**src/rtl/dds_phase_recover_pkg.sv**
```systemverilog
// Shared constants for the DDS chain: Q3.13 angle constants, the CORDIC
// gain-compensation factor, the FSM state type and the arctangent ROM
// used by both the rotation-mode and vectoring-mode CORDICs.
package dds_phase_recover_pkg;

    // Width of the angle accumulator; leaves room for +/-PI plus the
    // transient overshoot of the micro-rotations.
    localparam int ZW = 18;

    // Q3.13 radians, held at ZW bits so 2PI is positive.
    localparam logic signed [ZW-1:0] PI2_Z    = 18'sd12868;
    localparam logic signed [ZW-1:0] PI_Z     = 18'sd25736;
    localparam logic signed [ZW-1:0] TWO_PI_Z = 18'sd51472;

    // 1/K = 0.60725 in Q0.15.
    localparam logic [14:0] MAG_GAIN = 15'd19898;

    typedef enum logic [1:0] {
        ST_IDLE    = 2'd0,
        ST_FOLD    = 2'd1,
        ST_ITERATE = 2'd2,
        ST_DIFF    = 2'd3
    } state_t;

    // round(atan(2^-i) * 8192)
    function automatic logic [12:0] atan_tab(input logic [3:0] idx);
        logic [12:0] val;
        case (idx)
            4'd0:    val = 13'd6434;
            4'd1:    val = 13'd3798;
            4'd2:    val = 13'd2007;
            4'd3:    val = 13'd1019;
            4'd4:    val = 13'd511;
            4'd5:    val = 13'd256;
            4'd6:    val = 13'd128;
            4'd7:    val = 13'd64;
            4'd8:    val = 13'd32;
            4'd9:    val = 13'd16;
            4'd10:   val = 13'd8;
            4'd11:   val = 13'd4;
            4'd12:   val = 13'd2;
            4'd13:   val = 13'd1;
            default: val = 13'd0;
        endcase
        return val;
    endfunction

endpackage

```
**src/rtl/dds_phase_recover_cordic_vector_iter.sv**
```systemverilog
// Registered vectoring-mode CORDIC datapath. One micro-rotation per clock
// while step_en is high; load presets x/y/z with the folded vector.
// The x_out port exists only when DDS_PHASE_RECOVER_MAG_EN is defined.
module cordic_vector_iter
    import dds_phase_recover_pkg::*;
#(
    parameter int IW = 18
)
(
    input  logic                 clk,
    input  logic                 reset,
    input  logic                 load,
    input  logic signed [IW-1:0] x_init,
    input  logic signed [IW-1:0] y_init,
    input  logic signed [ZW-1:0] z_init,
    input  logic                 step_en,
    input  logic [3:0]           step_idx,
`ifdef DDS_PHASE_RECOVER_MAG_EN
    output logic signed [IW-1:0] x_out,
`endif
    output logic signed [ZW-1:0] z_out
);

    logic signed [IW-1:0] x_q, x_d;
    logic signed [IW-1:0] y_q, y_d;
    logic signed [ZW-1:0] z_q, z_d;
    logic signed [IW-1:0] x_sh, y_sh;
    logic signed [ZW-1:0] atan_ext;

    // Next x/y/z: preset on load, otherwise drive y toward zero using the
    // pre-step x and y for both cross terms.
    always_comb begin
        x_d      = x_q;
        y_d      = y_q;
        z_d      = z_q;
        x_sh     = x_q >>> step_idx;
        y_sh     = y_q >>> step_idx;
        atan_ext = {{(ZW-13){1'b0}}, atan_tab(step_idx)};
        if (load) begin
            x_d = x_init;
            y_d = y_init;
            z_d = z_init;
        end else if (step_en) begin
            if (!y_q[IW-1]) begin
                x_d = x_q + y_sh;
                y_d = y_q - x_sh;
                z_d = z_q + atan_ext;
            end else begin
                x_d = x_q - y_sh;
                y_d = y_q + x_sh;
                z_d = z_q - atan_ext;
            end
        end
    end

    // Datapath registers, cleared asynchronously.
    always_ff @(posedge clk or negedge reset) begin
        if (!reset) begin
            x_q <= '0;
            y_q <= '0;
            z_q <= '0;
        end else begin
            x_q <= x_d;
            y_q <= y_d;
            z_q <= z_d;
        end
    end

`ifdef DDS_PHASE_RECOVER_MAG_EN
    assign x_out = x_q;
`endif
    assign z_out = z_q;

endmodule

```
**src/rtl/dds_phase_recover.sv**
```systemverilog
// Phase recovery for the DDS chain: captures an I/Q pair, folds it into the
// right half-plane, runs ITER vectoring CORDIC steps to get the angle, and
// differences successive angles to recover the tuning increment.
// Optional magnitude output is enabled with DDS_PHASE_RECOVER_MAG_EN.
module dds_phase_recover
    import dds_phase_recover_pkg::*;
#(
    parameter int ITER = 14,
    parameter int IW   = 18
)
(
    input  logic        clk,
    input  logic        reset,
    input  logic [15:0] in_x,
    input  logic [15:0] in_y,
    input  logic        update,
    output logic [15:0] angle,
    output logic [15:0] increment,
    output logic        ready
`ifdef DDS_PHASE_RECOVER_MAG_EN
    ,
    output logic [15:0] mag
`endif
);

    localparam logic [3:0] LAST_STEP = 4'(ITER - 1);

    state_t      state_q, state_d;
    logic [15:0] ix_q, ix_d;
    logic [15:0] iy_q, iy_d;
    logic [3:0]  step_q, step_d;
    logic [15:0] angle_q, angle_d;
    logic [15:0] inc_q, inc_d;
    logic [15:0] prev_q, prev_d;
    logic        first_q, first_d;
    logic        ready_q, ready_d;

    logic                 iter_load, iter_step;
    logic signed [IW-1:0] x_ext, y_ext;
    logic signed [IW-1:0] fold_x, fold_y;
    logic signed [ZW-1:0] fold_z;
    logic signed [ZW-1:0] z_fin;
    logic signed [ZW-1:0] diff_raw, diff_wrap;

`ifdef DDS_PHASE_RECOVER_MAG_EN
    logic [15:0]          mag_q, mag_d;
    logic signed [IW-1:0] x_fin;
    logic [IW-2:0]        x_mag;
    logic [IW+13:0]       mag_prod;
    logic [IW-2:0]        mag_scaled;
`endif

    cordic_vector_iter #(
        .IW(IW)
    ) u_iter (
        .clk      (clk),
        .reset    (reset),
        .load     (iter_load),
        .x_init   (fold_x),
        .y_init   (fold_y),
        .z_init   (fold_z),
        .step_en  (iter_step),
        .step_idx (step_q),
`ifdef DDS_PHASE_RECOVER_MAG_EN
        .x_out    (x_fin),
`endif
        .z_out    (z_fin)
    );

    // Fold the captured sample into x >= 0 and seed z with the rotation used.
    always_comb begin
        x_ext = {{(IW-16){ix_q[15]}}, ix_q};
        y_ext = {{(IW-16){iy_q[15]}}, iy_q};
        if (x_ext[IW-1]) begin
            fold_x = -x_ext;
            fold_y = -y_ext;
            fold_z = iy_q[15] ? -PI_Z : PI_Z;
        end else begin
            fold_x = x_ext;
            fold_y = y_ext;
            fold_z = '0;
        end
    end

    // Angle difference wrapped back into (-PI, PI].
    always_comb begin
        diff_raw = z_fin - {{(ZW-16){prev_q[15]}}, prev_q};
        if (diff_raw > PI_Z) begin
            diff_wrap = diff_raw - TWO_PI_Z;
        end else if (diff_raw <= -PI_Z) begin
            diff_wrap = diff_raw + TWO_PI_Z;
        end else begin
            diff_wrap = diff_raw;
        end
    end

`ifdef DDS_PHASE_RECOVER_MAG_EN
    // Gain-compensated magnitude, saturated to 16 bits.
    always_comb begin
        x_mag      = x_fin[IW-1] ? '0 : x_fin[IW-2:0];
        mag_prod   = (IW+14)'(x_mag) * (IW+14)'(MAG_GAIN);
        mag_scaled = mag_prod[IW+13:15];
        if (|mag_scaled[IW-2:16]) begin
            mag_d = 16'hFFFF;
        end else begin
            mag_d = mag_scaled[15:0];
        end
    end
`endif

    // Sequencer: next state, capture, iteration control and result update.
    always_comb begin
        state_d   = state_q;
        ix_d      = ix_q;
        iy_d      = iy_q;
        step_d    = step_q;
        angle_d   = angle_q;
        inc_d     = inc_q;
        prev_d    = prev_q;
        first_d   = first_q;
        ready_d   = ready_q;
        iter_load = 1'b0;
        iter_step = 1'b0;
        case (state_q)
            ST_IDLE: begin
                if (update) begin
                    ix_d    = in_x;
                    iy_d    = in_y;
                    ready_d = 1'b0;
                    state_d = ST_FOLD;
                end
            end
            ST_FOLD: begin
                iter_load = 1'b1;
                step_d    = 4'd0;
                state_d   = ST_ITERATE;
            end
            ST_ITERATE: begin
                iter_step = 1'b1;
                if (step_q == LAST_STEP) begin
                    state_d = ST_DIFF;
                end else begin
                    step_d = step_q + 4'd1;
                end
            end
            ST_DIFF: begin
                // -PI is reported as +PI so the output range is (-PI, PI].
                angle_d = (z_fin == -PI_Z) ? PI_Z[15:0] : z_fin[15:0];
                inc_d   = first_q ? 16'd0 : diff_wrap[15:0];
                first_d = 1'b0;
                prev_d  = z_fin[15:0];
                ready_d = 1'b1;
                state_d = ST_IDLE;
            end
            default: begin
                state_d = ST_IDLE;
            end
        endcase
    end

    // Control and result registers; reset aborts any computation in flight.
    always_ff @(posedge clk or negedge reset) begin
        if (!reset) begin
            state_q <= ST_IDLE;
            ix_q    <= '0;
            iy_q    <= '0;
            step_q  <= '0;
            angle_q <= '0;
            inc_q   <= '0;
            prev_q  <= '0;
            first_q <= 1'b1;
            ready_q <= 1'b1;
        end else begin
            state_q <= state_d;
            ix_q    <= ix_d;
            iy_q    <= iy_d;
            step_q  <= step_d;
            angle_q <= angle_d;
            inc_q   <= inc_d;
            prev_q  <= prev_d;
            first_q <= first_d;
            ready_q <= ready_d;
        end
    end

`ifdef DDS_PHASE_RECOVER_MAG_EN
    // Magnitude register, refreshed only when a result is produced.
    always_ff @(posedge clk or negedge reset) begin
        if (!reset) begin
            mag_q <= '0;
        end else if (state_q == ST_DIFF) begin
            mag_q <= mag_d;
        end
    end

    assign mag = mag_q;
`endif

    assign angle     = angle_q;
    assign increment = inc_q;
    assign ready     = ready_q;

endmodule
```
**config.mk**
```make
export PLATFORM = sky130hd
export DESIGN_NAME = dds_phase_recover
export DESIGN_NICKNAME = d
export VERILOG_FILES = /design/src/rtl/dds_phase_recover_pkg.sv /design/src/rtl/dds_phase_recover_cordic_vector_iter.sv /design/src/rtl/dds_phase_recover.sv
export SDC_FILE = /design/constraint.sdc
export NUM_CORES = 1
export LEC_CHECK = 0
export ABC_AREA = 1
export ABC_CLOCK_PERIOD_IN_PS = 10300
export CAP_MARGIN = 20
export CORE_ASPECT_RATIO = 0.5
export CORE_MARGIN = 3
export CORE_UTILIZATION = 50
export CTS_CLUSTER_SIZE = 20
export DETAILED_ROUTE_END_ITERATION = 12
export PLACE_DENSITY = 0.68
export SYNTH_ARGS = -nofsm -noshare
export SYNTH_HDL_FRONTEND = slang
export SYNTH_HIERARCHICAL = 1
export SYNTH_SLANG_ARGS = --single-unit
export TNS_END_PERCENT = 5
```
**constraint.sdc**
```tcl
create_clock -name clk -period 10.3 [get_ports clk]
set_clock_uncertainty 0.15 [all_clocks]
set_input_delay 2.06 -clock clk [delete_from_list [all_inputs] [get_ports clk]]
set_output_delay 2.06 -clock clk [all_outputs]
set_load 0.05 [all_outputs]
```
* Word level (Yosys, flattened, before mapping) *
Memories as Yosys holds them, arrays and structs flattened.
Index checks and enable logic that the tools add are counted.

word-level totals
  bits in writable memories = 0
  logic and storage cells = 71
  memories = 1
  register bits = 142
  latch bits = 0
  input bits = 35
  memory bits (read-only) = 208

memory list
  memory           words  width  read ports  clocked after memory_dff  write ports  line                         text
  (no name shown)  16     13     1           0                         0            dds_phase_recover_pkg.sv:28  case (idx)

cells by class
  bitwise operators = 0
  add/sub/neg operators = 12
  eq/ne operators = 8
  div/mod/pow operators = 0
  magnitude comparators = 2
  reductions and logical operators = 8
  muxes and demuxes = 26
  shifts and indexed selects = 2
  $mul = 0

operators by type and width
  kind                                                                               count
  18-bit two-way mux                                                                 13
  16-bit two-way mux                                                                 4
  18-bit subtractor                                                                  3
  18-bit adder                                                                       2
  16-bit negator with 18-bit output                                                  2
  18-bit by 4-bit >>> shifter with 18-bit output                                     2
  18-bit by 14-bit adder with 18-bit output                                          1
  18-bit by 16-bit == test with 1-bit output, second input constant                  1
  18-bit by 16-bit greater-than comparator with 1-bit output, second input constant  1
  18-bit by 16-bit <= comparator with 1-bit output, second input constant            1
  18-bit by 14-bit subtractor with 18-bit output                                     1
  16-bit by 15-bit adder with 16-bit output, second input constant                   1
  16-bit by 15-bit subtractor with 16-bit output, second input constant              1
  2-bit one-hot mux with 4 select lines                                              1
  4-bit one-hot mux with 2 select lines                                              1
  2-bit AND reduction                                                                4
  2-bit inequality test, second input constant                                       3
  2-bit nonzero test                                                                 3
  4-bit by 1-bit adder with 4-bit output, second input constant                      1
  2-bit == test, second input constant                                               2
  4-bit == test, second input constant                                               1
  2-bit two-way mux                                                                  2
  4-bit two-way mux                                                                  1
  1-bit two-way mux                                                                  3
  other kinds (3)                                                                    3

* Logic depth before layout (Yosys ltp) *
Gate-level depths: netlist of run 1.

  depth in word-level cells = 5
  mapped depth = 29
  gate-level depth less buffers = 27

* Hierarchy *
Netlist of run 1, hierarchy kept.

modules (own cells, without submodules)
  module              seq. area each (um^2)  area an instance (um^2)  times used  cells an instance
  cordic_vector_iter  1351.3                 7662.3                   1           1217
  dds_phase_recover   2204.6                 6287.3                   1           928

* Worst setup path before layout of run 1 *
OpenSTA, ideal clock, no wires.

  path kind = flip-flop to flip-flop
  start point = register step_q[0]
  end point = register u_iter.x_q[15]
  path slack = 6.626 ns
  buffers on the path = 2
  required time = 10.027 ns
  arrival time = 3.401 ns
  stages on the path, launching flop included = 27
  setup time = 0.123 ns
  path through = dfrtp_1 buf_6 inv_4 buf_6 nand2_2 nand3_1 nand3_1 nand3_1 nand2_1 ha_1 and3_1 nand2_1 nand2_2 o21ai_0 xor2_1 ha_1 nand2_1 nor2_1 nand2_1 o211ai_1 nand2_1 o21ai_0 nand2_1 nand2_1 a21oi_1 o21ai_0 nand2_1

between the ends
  word-level cells in the longest chain between the ends = 5
  elaborated cells between the ends (all ways) = 6

RTL lines
  element                                                   line                                                                                    text
  start: declaration                                        dds_phase_recover.sv:31                                                                 logic [3:0] step_q, step_d;
  start signal: assignment                                  dds_phase_recover.sv:177                                                                step_q <= step_d;
  18-bit by 4-bit >>> shifter with 18-bit output (*)        dds_phase_recover_cordic_vector_iter.sv:37                                              y_sh = y_q >>> step_idx;
  18-bit adder / 18-bit subtractor (equally long branches)  dds_phase_recover_cordic_vector_iter.sv:45, dds_phase_recover_cordic_vector_iter.sv:49
  18-bit two-way mux (*)                                    dds_phase_recover_cordic_vector_iter.sv:44                                              if (!y_q[IW-1]) begin
  18-bit two-way mux (*)                                    dds_phase_recover_cordic_vector_iter.sv:43                                              end else if (step_en) begin
  18-bit two-way mux (*)                                    dds_phase_recover_cordic_vector_iter.sv:39                                              if (load) begin
  end signal: assignment                                    dds_phase_recover_cordic_vector_iter.sv:59                                              x_q <= '0;
  end signal: assignment                                    dds_phase_recover_cordic_vector_iter.sv:63                                              x_q <= x_d;
  end: declaration                                          dds_phase_recover_cordic_vector_iter.sv:24                                              logic signed [IW-1:0] x_q, x_d;

Mark *: on every way between the ends. The rest lies on a longest branch, timed or not. The select of a mux whose other input is x is not followed.
A chain may end at the register's enable or synchronous reset.

* Final worst setup path of run 1 *
  start point = register step_q[2]
  end point = register u_iter.x_q[15]

The elaborated chain is that of the path after synthesis.

==> impl_results.md, run 1 <==
- Mean routed wirelength per cell: 15.4 um
- Total of flip-flops plus latches after synthesis: 142
- Worst endpoint required time: 10.49 ns
- Total vias in the final route: 14000
- Floorplan Core Area: 27000 um^2
- Post-synth top area share: 25.1%
- Dominant cell by count in the synthesized netlist: sky130_fd_sc_hd__nand2_1
- TritonCTS clock tree: done
- Remaining Overflow, GRT: 0
- Setup crit start kind: register
- List of most frequent post-synthesis cells: 733 x sky130_fd_sc_hd__nand2_1, 206 x sky130_fd_sc_hd__inv_1, 204 x sky130_fd_sc_hd__nand3_1, 140 x sky130_fd_sc_hd__dfrtp_1, 132 x sky130_fd_sc_hd__o21ai_0
- Crit path largest cell delay: 0.51 ns
- Post-CTS Setup Repair Bufs: 0
- Data arrival time of the critical path: 4.90 ns
- Proportion of synthesized chip area in sequential cells: 25.5%
- Critical-path top delay cell: sky130_fd_sc_hd__nor2_2
- Unrepaired setup endpoints after global routing: no
- Number of maximum-capacitance violations: 0
- CP delay by family, top: simple AND/OR/NAND/NOR gates
- Primary FF master, synth: sky130_fd_sc_hd__dfrtp_1
- Multi-input logic area: 9200 um^2
- Tmin final: 4.71 ns
- Footprint of the flip-flops and latches: 3560 um^2
- Antenna violation net count after detailed routing: 0
- Boundary pin count: 68
- Setup-violating endpoint count in the final report: 0
- Critical setup path kind: reg -> reg
- Total die area: 30100 um^2
- Synth-to-Final Area Change: 10.5%
- Die W: 242 um
- Final hold violation count: 0
- Max Clock Freq: 0.212 GHz
- PortBufs: 67
- Critical path capture point type: register
- Unique cell type count in the Yosys netlist: 55
- Count of filler cells inserted in the layout: 2690
- Iteration-0 DRC count of the detailed router: 892
- Final Max Slew Viols: 0
- Detailed-route wire length: 39500 um
- Outcome: completed
- Initial core utilization: 51.7%
- Top cell type by total area after synthesis: sky130_fd_sc_hd__dfrtp_1
- Slew of the pin with the lowest slew margin: 0.968 ns
- Sum of negative setup slack: 0 ns
- Cells resized by post-CTS repair: 0
- Post-synthesis async set-or-reset flop share: 100%
- Buffers plus inverters on the worst setup path: 4
- Number of buffers on the longest clock path: 2
- Insertion delay to the later sink of the worst-skew pair: 0.45 ns
- Post-synthesis cell area: 13900 um^2
- Number of levels the H-tree was split into: 4
- Synthesis Warnings: 6
- Worst slew margin relative to its limit: 35.5%
- Slack of the worst reg-to-reg path: 5.59 ns
- GR Util All Layers: 26.7%
- Cts bufs inserted: 17
- Worst-path cell chain: buf_4 -> inv_1 -> nor2_2 -> inv_1 -> o21ai_0 -> inv_1 -> nand2_1 -> nor2_1 -> o21ai_0 -> xor2_1 -> ha_1 -> nand2_1 -> nor2_1 -> nand2_1 -> o211ai_1 -> nand2_1 -> o21ai_0 -> nand2_1 -> nand2_1 -> a21oi_1 -> o21ai_0 -> nand2_1
- Ant diodes: 0
- Clock transition at path regs: 0.07 ns
- Fraction of the cycle the final worst path needs: 45.7%
- Average cell area after synthesis: 6.50 um^2
- Number of antenna violations at the first check in global routing: 0
- Main area contributors after synthesis: sky130_fd_sc_hd__dfrtp_1 25%, sky130_fd_sc_hd__nand2_1 20%, sky130_fd_sc_hd__ha_1 8.0%
- DPL Wire Length: 29700 um
- Clock tree sinks: 142
- Total DRC errors in the routed layout: 0
- Via count of the first global-routing pass: 13200
- Number of nets at the end of the flow: 2310
- Pin count of the biggest net entering global routing: 89
- Height of the chip: 124 um
- Cts hold-fix bufs: 0
- Library cell appearing most often on the critical path: sky130_fd_sc_hd__nand2_1
- Num rows: 42
- Fraction of layout cells with a size suffix above 1: 7.15%
- Synthesized instance count: 2145
- First-pass GRT wire length: 64700 um
- Maximum fanout along the worst path: 32
- Vias per std cell: 5.45
- Tightest Hold Check Type: reg -> reg
- Weighted congestion at the end of routability-driven global placement: 0.987
- CTS Root Cell: sky130_fd_sc_hd__clkbuf_16
- Number of enable flip-flop cells after synthesis: 0
- Total iterations of the first detailed-routing run: 5
==> cell families (layout without fill, tap and decap cells) <==
family | after synthesis | after routing | synth area share (%)
and+or+nand+nor | 1203 | 1203 | 37.7
AOI/OAI and AO/OA | 324 | 324 | 13.5
buffers and inverters | 288 | 334 | 8.76
DFF | 142 | 142 | 25.5
xor gates and xnor gates | 94 | 94 | 5.90
adders and majority gates | 93 | 93 | 8.56
other | 1 | 5 | 0.0269
==> layout make-up <==
type                    instances  area share, %
clock buffers                  22           3.08
clock inverters                10          0.511
inverters                     219           5.38
multi-input cells            1719           59.7
flip-flops and latches        142           23.1
well taps                     374           3.04
repair buffers                 83           5.27
==> per-stage QoR <==
step                worst slack [ns]  hold slack (ns)  util, %  cells  area (um^2)
floorplan                       6.63            0.269        -   2149        14000
global placement                5.68            0.277     55.0   2536        14800
detailed placement              5.68            0.280     55.0   2536        14800
CTS                             5.68            0.291     57.1   2568        15400
global route                    5.09            0.316     57.2   2569        15400
finish                          5.59            0.288     57.2   2569        15400
==> registers in the layout, indices dropped and copies added (netlist names) <==
signal / count
angle: 16
first_q: 1
increment: 16
ix_q: 16
iy_q: 16
prev_q: 16
ready: 1
state_q: 2
step_q: 4
u_iter/x_q: 18
u_iter/y_q: 18
u_iter/z_out: 18
==> layer usage <==
layer / track usage [%] / vias to the layer above / routed length (um)
met5: 0 / - / 0
li1: - / 7096 / -
met2: 48.1 / 328 / 19000
met4: 9.60 / 0 / 893
met1: 33.3 / 6523 / 18000
met3: 3.42 / 63 / 1590
==> worst register-to-register path, delay by kind of cell (launching register included) <==
kind / cells / cell delay (ns)
and+or+nand+nor: 10 / 1.43
buffers and inverters: 4 / 1.04
adders and majority gates: 1 / 0.37
DFF: 1 / 0.32
AOI/OAI and AO/OA: 6 / 1.17
xor gates and xnor gates: 1 / 0.12
==> layout by cell type (no fill, tap or decap), drive strengths merged, types with 8 or more instances in the layout <==
cell           count
o211ai            26
clkdlybuf4s50     66
nand3            221
a22oi             25
nand2            781
buf               17
xor2              64
nor3              21
nand4             21
ha                89
nor2             137
o21ai            140
a31oi              8
xnor2             30
a21oi             93
clkbuf            22
dfrtp            140
inv              221
==> worst paths after layout <==
check,start,to,cells past startpoint
worst max-delay path,step_q[2],u_iter/x_q[15],22
worst min-delay path,first_q,first_q,2
worst max register to register,step_q[2],u_iter/x_q[15],22
worst min register to register,first_q,first_q,2
max in group asynchronous,reset,u_iter/x_q[4],2
min in group asynchronous,reset,increment[14],1
Power of run 1 is left out: the tool's default activity adds up to more than one toggle a clock period on the data nets, which glitch-free logic cannot reach.
==> run 2: changes to the inputs <==
--- a/config.mk
+++ b/config.mk
@@ -6,14 +6,14 @@
 export NUM_CORES = 1
 export LEC_CHECK = 0
 export ABC_AREA = 1
-export ABC_CLOCK_PERIOD_IN_PS = 10300
+export ABC_CLOCK_PERIOD_IN_PS = 3800
 export CAP_MARGIN = 20
 export CORE_ASPECT_RATIO = 0.5
 export CORE_MARGIN = 3
 export CORE_UTILIZATION = 50
 export CTS_CLUSTER_SIZE = 20
 export DETAILED_ROUTE_END_ITERATION = 12
-export PLACE_DENSITY = 0.68
+export PLACE_DENSITY = 0.71
 export SYNTH_ARGS = -nofsm -noshare
 export SYNTH_HDL_FRONTEND = slang
 export SYNTH_HIERARCHICAL = 1
==> constraint.sdc (replaced) <==
create_clock -name clk -period 3.8 [get_ports clk]
set_clock_uncertainty 0.15 [all_clocks]
set_input_delay 0.76 -clock clk [delete_from_list [all_inputs] [get_ports clk]]
set_output_delay 0.76 -clock clk [all_outputs]
set_load 0.05 [all_outputs]
==> run 2 against run 1 <==
Against the previous run: the flow now finishes with violations (setup timing); cell count up 6.4%; critical endpoint is now u_iter/x_q[17]; sequential share of layout area down 2.0 points; core utilization up 5.6 points; global-route usage up 1.2 points; via count up 5.3%; routed wire length up 4.8%; setup slack worse by 5.6 ns; first-iteration DRC count up 27%; cell area up 9.8%; count of clock-buffer cells in the layout unchanged; maximum frequency up 23%; non-clock buffer count up 164; critical path type unchanged.
==> impl_results.md, run 2 (synthesis gave the netlist of run 1 again) <==
- Total DRC errors in the routed layout: 0 (unchanged)
- Outcome: finished, violations left
- Total iterations of the first detailed-routing run: 6 (+1)
- Insertion delay to the later sink of the worst-skew pair: 0.45 ns (about the same)
- Violations in the final reports: setup timing
- Placed standard-cell area: 16100 um^2 (+8.8%)
- Most common library cell in the layout ignoring fill and taps: sky130_fd_sc_hd__nand2_1
- Worst endpoint required time: 3.98 ns (-6.51 ns)
- Mean routed wirelength per cell: 15.2 um (-1.5%)
- Fraction of the cycle the final worst path needs: 101% (+55 points)
- GR Util All Layers: 27.9% (+1.2 points)
- Final cell area excluding filler cells: 16900 um^2 (+9.8%)
- Critical path capture point type: register
- Number of levels the H-tree was split into: 4 (unchanged)
- Number of nets at the end of the flow: 2474 (+7.1%)
- First-pass GRT wire length: 67700 um (+4.7%)
- Fraction of layout cells with a size suffix above 1: 15.2% (+8.0 points)
- Post-layout utilization of the core: 62.8% (+5.6 points)
- Number of maximum-capacitance violations: 0 (unchanged)
- Clock tree sinks: 142 (unchanged)
- TritonCTS clock tree: done
- Clock transition at path regs: 0.07 ns (about the same)
- Die W: 242 um (unchanged)
- Critical-path top delay cell: sky130_fd_sc_hd__dfrtp_2
- Via count of the first global-routing pass: 13700 (+4.1%)
- Final Worst Setup Slack: -0.0321 ns (-5.62 ns)
- Tmin final: 3.83 ns (-0.877 ns)
- Max Clock Freq: 0.261 GHz (+23%)
- Antenna violation net count after detailed routing: 0 (unchanged)
- Vias per std cell: 5.40 (-0.98%)
- Synth-to-Final Area Change: 21.4%
- Floorplan Core Area: 27000 um^2 (unchanged)
- DPL Wire Length: 32400 um (+9.1%)
- Total die area: 30100 um^2 (unchanged)
- Count of filler cells inserted in the layout: 2570 (-4.5%)
- Cts bufs inserted: 17 (unchanged)
- Setup-violating endpoint count in the final report: 3 (+3)
- Pin count of the biggest net entering global routing: 54 (-39%)
- Multi-input logic area: 9360 um^2 (+1.8%)
- Number of buffers on the longest clock path: 2 (unchanged)
- Unrepaired setup endpoints after global routing: yes
- Boundary pin count: 68 (unchanged)
- Buffers plus inverters on the worst setup path: 6 (+2)
- Final hold violation count: 0 (unchanged)
- Setup crit start kind: register
- Num rows: 42 (unchanged)
- Library cell appearing most often on the critical path: sky130_fd_sc_hd__nand2_1
- Total vias in the final route: 14800 (+5.3%)
- Crit path largest cell delay: 0.47 ns (-0.04 ns)
- Tightest Hold Check Type: in -> async
- Slew of the pin with the lowest slew margin: 0.876 ns (-0.0918 ns)
- Number of antenna violations at the first check in global routing: 0 (unchanged)
- Weighted congestion at the end of routability-driven global placement: 0.999 (+1.2%)
- Commonest non-fill, non-tap cells in the layout: 728 x sky130_fd_sc_hd__nand2_1, 206 x sky130_fd_sc_hd__inv_1, 200 x sky130_fd_sc_hd__nand3_1
- Height of the chip: 124 um (unchanged)
- Remaining Overflow, GRT: 0 (unchanged)
- Footprint of the flip-flops and latches: 3560 um^2 (+0.11%)
- CTS Root Cell: sky130_fd_sc_hd__clkbuf_16
- CP delay by family, top: simple AND/OR/NAND/NOR gates
- Critical setup path kind: reg -> reg
- PortBufs: 67 (unchanged)
- Worst slew margin relative to its limit: 41.4% (+5.9 points)
- Final Max Slew Viols: 0 (unchanged)
- Maximum fanout along the worst path: 14 (-56%)
- Detailed-route wire length: 41400 um (+4.8%)
- Iteration-0 DRC count of the detailed router: 1131 (+27%)
- Ant diodes: 0 (unchanged)
- Data arrival time of the critical path: 4.01 ns (-0.89 ns)
- Initial core utilization: 51.7% (unchanged)
==> run 2: layout make-up <==
cell class | count | area share, %
clock inverters | 10 | 0.687
well taps | 374 | 2.76
repair buffers | 247 | 12.6
flip-flops and latches | 142 | 21.0
clock buffers | 22 | 2.68
multi-input cells | 1719 | 55.3
inverters | 219 | 4.93
==> run 2: final timing paths <==
| check | to | depth (start not counted) | from | slack (ns) |
|---|---|---|---|---|
| worst max-delay path | u_iter/x_q[17] | 26 | step_q[0] | -0.03 |
| worst min-delay path | increment[9] | 1 | reset | 0.12 |
| worst max register to register | u_iter/x_q[17] | 26 | step_q[0] | -0.03 |
| worst min register to register | first_q | 2 | first_q | 0.30 |
| max in group asynchronous | prev_q[8] | 2 | reset | 2.64 |
| min in group clk | first_q | 2 | first_q | 0.30 |
==> run 2: metal layers <==
metal,GRT usage [%],routed length [um],part of all wire [%]
met5,0,0,0
met4,9.78,1120,2.7
met3,4.32,2000,4.8
met2,48.9,19500,47
met1,35.5,18800,45
==> run 2: metrics by stage <==
| stage | worst slack (ns) | instances | hold WS (ns) | TNS, ns |
|---|---|---|---|---|
| final | -0.0321 | 2733 | 0.116 | -0.0639 |
| after global routing | -0.315 | 2733 | 0.147 | -3.71 |
| after CTS | -0.0433 | 2731 | 0.121 | -0.0689 |
| after detailed placement | -0.200 | 2698 | 0.292 | -0.488 |
| after global placement | -0.143 | 2698 | 0.283 | -0.258 |
| after floorplan | 0.126 | 2149 | 0.269 | 0 |
==> run 2: timing repair <==
action                     4_1_cts  5_1_grt
resized for setup               21       56
setup buffers                    1        2
setup endpoints to repair       10       29
gates cloned                     0        0
hold buffers                     0        0
pin swaps                        7        8
Power of run 2 is left out for the same reason.
==> run 3: changes to the inputs <==
--- a/config.mk
+++ b/config.mk
@@ -13,7 +13,7 @@
 export CORE_UTILIZATION = 50
 export CTS_CLUSTER_SIZE = 20
 export DETAILED_ROUTE_END_ITERATION = 12
-export PLACE_DENSITY = 0.71
+export PLACE_DENSITY = 0.83
 export SYNTH_ARGS = -nofsm -noshare
 export SYNTH_HDL_FRONTEND = slang
 export SYNTH_HIERARCHICAL = 1
==> run 3 against run 2 <==
Against the previous run: the run still ends with setup timing left; die area unchanged; non-clock buffer count increased by 13; critical path depth decreased by 3; via count increased by 4.0%; global-route usage increased by 1.1 points; core utilization increased by 1.3 points; cell area increased by 2.1%.
==> impl_results.md, run 3 (synthesis gave the netlist of run 1 again) <==
- Outcome: finished, violations left
- Violations in the final reports: setup timing
- Cts bufs inserted: 17 (unchanged)
- Critical setup path kind: reg -> reg
- Max Clock Freq: 0.256 GHz (-1.7%)
- Placed standard-cell area: 16200 um^2 (+0.51%)
- Slew of the pin with the lowest slew margin: 0.939 ns (+0.0630 ns)
- First-pass GRT wire length: 71000 um (+4.8%)
- Weighted congestion at the end of routability-driven global placement: 1.00 (+0.38%)
- DPL Wire Length: 31900 um (-1.4%)
- Setup-violating endpoint count in the final report: 6 (+3)
- Number of levels the H-tree was split into: 4 (unchanged)
- Critical path capture point type: register
- Pin count of the biggest net entering global routing: 87 (+61%)
- Ant diodes: 0 (unchanged)
- Worst slew margin relative to its limit: 36.8% (-4.6 points)
- GR Util All Layers: 29.0% (+1.1 points)
- Number of maximum-capacitance violations: 0 (unchanged)
- Final Worst Setup Slack: -0.0995 ns (-0.0675 ns)
- Final Max Slew Viols: 0 (unchanged)
- Initial core utilization: 51.7% (unchanged)
- GRT busiest layer: met2
- Tightest Hold Check Type: in -> async
- Data arrival time of the critical path: 4.08 ns (+0.07 ns)
- Boundary pin count: 68 (unchanged)
- Met3 track utilization from global routing: 5.08% (+0.75 points)
- Commonest non-fill, non-tap cells in the layout: 725 x sky130_fd_sc_hd__nand2_1, 206 x sky130_fd_sc_hd__inv_1, 200 x sky130_fd_sc_hd__nand3_1
- Library cell appearing most often on the critical path: sky130_fd_sc_hd__nand2_1
- Total die area: 30100 um^2 (unchanged)
- Most common library cell in the layout ignoring fill and taps: sky130_fd_sc_hd__nand2_1
- Detailed-route wire length: 43300 um (+4.4%)
- Die W: 242 um (unchanged)
- Met1 capacity usage during global routing: 33.8% (-1.7 points)
- Mean routed wirelength per cell: 15.8 um (+3.9%)
- Final hold violation count: 0 (unchanged)
- Crit path largest cell delay: 0.49 ns (+0.02 ns)
- PortBufs: 67 (unchanged)
- Floorplan Core Area: 27000 um^2 (unchanged)
- Worst endpoint required time: 3.98 ns (about the same)
- Vias per std cell: 5.59 (+3.5%)
- Synth-to-Final Area Change: 23.9%
- CTS Root Cell: sky130_fd_sc_hd__clkbuf_16
- Total vias in the final route: 15400 (+4.0%)
- Number of buffers on the longest clock path: 2 (unchanged)
- Num rows: 42 (unchanged)
- Via count of the first global-routing pass: 14900 (+8.9%)
- TritonCTS clock tree: done
- Height of the chip: 124 um (unchanged)
- Insertion delay to the later sink of the worst-skew pair: 0.45 ns (about the same)
- Worst-path cell chain: buf_12 -> nand2_1 -> o21ai_1 -> a21oi_1 -> nand3b_1 -> nand2_2 -> ha_2 -> and3_4 -> nand2_1 -> nand2_2 -> nand2_1 -> a21oi_1 -> nand2_1 -> o21ai_1 -> ha_1 -> a21oi_1 -> o21ai_0 -> a21oi_1 -> o311ai_2 -> buf_4 -> nand3b_1 -> nand3_1 -> nand2_1
- Iteration-0 DRC count of the detailed router: 1221 (+8.0%)
- Met2 layer usage reported by global route: 51.8% (+2.9 points)
- Total iterations of the first detailed-routing run: 6 (unchanged)
- Clock transition at path regs: 0.06 ns (about the same)
- Setup crit start kind: register
- Remaining Overflow, GRT: 0 (unchanged)
- Final cell area excluding filler cells: 17300 um^2 (+2.1%)
- Buffers plus inverters on the worst setup path: 2 (-4)
- Total DRC errors in the routed layout: 0 (unchanged)
- Antenna violation net count after detailed routing: 0 (unchanged)
- CP delay by family, top: compound AO/OA/AOI/OAI gates
- Number of nets at the end of the flow: 2487 (+0.53%)
- Number of antenna violations at the first check in global routing: 0 (unchanged)
- Fraction of the cycle the final worst path needs: 103% (+1.8 points)
- Critical-path top delay cell: sky130_fd_sc_hd__dfrtp_2
- Tmin final: 3.90 ns (+0.0675 ns)
- Clock tree sinks: 142 (unchanged)
- Cts hold-fix bufs: 0 (unchanged)
- Maximum fanout along the worst path: 20 (+6)
- Fraction of layout cells with a size suffix above 1: 16.8% (+1.6 points)
- Unrepaired setup endpoints after global routing: yes
-- run 3: changes by cell type in the layout (fill, tap and decap cells not counted), sizes merged --
cell | before | now
buf | 181 | 194
bufinv | 2 | 5
clkbuf | 22 | 21
clkinv | 6 | 4
clkinvlp | 2 | 0
inv | 219 | 221
-- run 3: area by class of cell --
class	count	area (um^2)
tap	374	468
clock buffer	21	470
multi-input combinational	1719	9500
clock inverter	11	201
sequential	142	3560
fill	2386	9680
inverter	219	832
timing repair buffer	260	2250
-- run 3: per-stage QoR --
stage | util [%] | hold slack (ns) | std cells | setup WS (ns) | TNS [ns]
2_1_floorplan | - | 0.269 | 2149 | 0.126 | 0
3_5_place_dp | 60.2 | 0.277 | 2709 | -0.215 | -0.577
6_report | 64.1 | 0.260 | 2746 | -0.0995 | -0.237
5_1_grt | 64.1 | 0.311 | 2746 | -0.369 | -4.52
4_1_cts | 63.1 | 0.279 | 2743 | 0.000283 | 0
3_3_place_gp | 60.2 | 0.276 | 2709 | -0.146 | -0.263
-- run 3: worst reg2reg max path, stage by stage (launching register included) --
cell                       delay, ns
sky130_fd_sc_hd__dfrtp_2        0.49
sky130_fd_sc_hd__buf_12         0.19
sky130_fd_sc_hd__nand2_1        0.06
sky130_fd_sc_hd__o21ai_1        0.09
sky130_fd_sc_hd__a21oi_1        0.18
sky130_fd_sc_hd__nand3b_1       0.12
sky130_fd_sc_hd__nand2_2        0.10
sky130_fd_sc_hd__ha_2           0.18
sky130_fd_sc_hd__and3_4         0.18
sky130_fd_sc_hd__nand2_1        0.06
sky130_fd_sc_hd__nand2_2        0.11
sky130_fd_sc_hd__nand2_1        0.10
sky130_fd_sc_hd__a21oi_1        0.18
sky130_fd_sc_hd__nand2_1        0.07
sky130_fd_sc_hd__o21ai_1        0.12
sky130_fd_sc_hd__ha_1           0.31
sky130_fd_sc_hd__a21oi_1        0.17
sky130_fd_sc_hd__o21ai_0        0.14
sky130_fd_sc_hd__a21oi_1        0.20
sky130_fd_sc_hd__o311ai_2       0.15
sky130_fd_sc_hd__buf_4          0.16
sky130_fd_sc_hd__nand3b_1       0.15
sky130_fd_sc_hd__nand3_1        0.07
sky130_fd_sc_hd__nand2_1        0.06
-- run 3: routing by layer --
layer	up-vias	wire [um]
li1	7466	-
met1	7161	17900
met2	555	20700
met3	173	2610
met4	0	2100
met5	-	0
-- run 3: worst paths after layout --
path | start | to | slack (ns) | cells past startpoint
hold reg to reg | first_q | first_q | 0.29 | 2
max in group asynchronous | reset | u_iter/x_q[1] | 2.40 | 2
hold / removal | reset | angle[5] | 0.26 | 1
min in group clk | first_q | first_q | 0.29 | 2
setup reg to reg | step_q[0] | u_iter/x_q[17] | -0.1 | 23
setup / recovery | step_q[0] | u_iter/x_q[17] | -0.1 | 23
-- run 3: repair_timing --
item / 4_1_cts / 5_1_grt
gates cloned: 1 / 0
pin swaps: 13 / 19
resized for setup: 29 / 79
setup endpoints to repair: 12 / 33
setup buffers: 1 / 3
Power of run 3 is left out for the same reason.
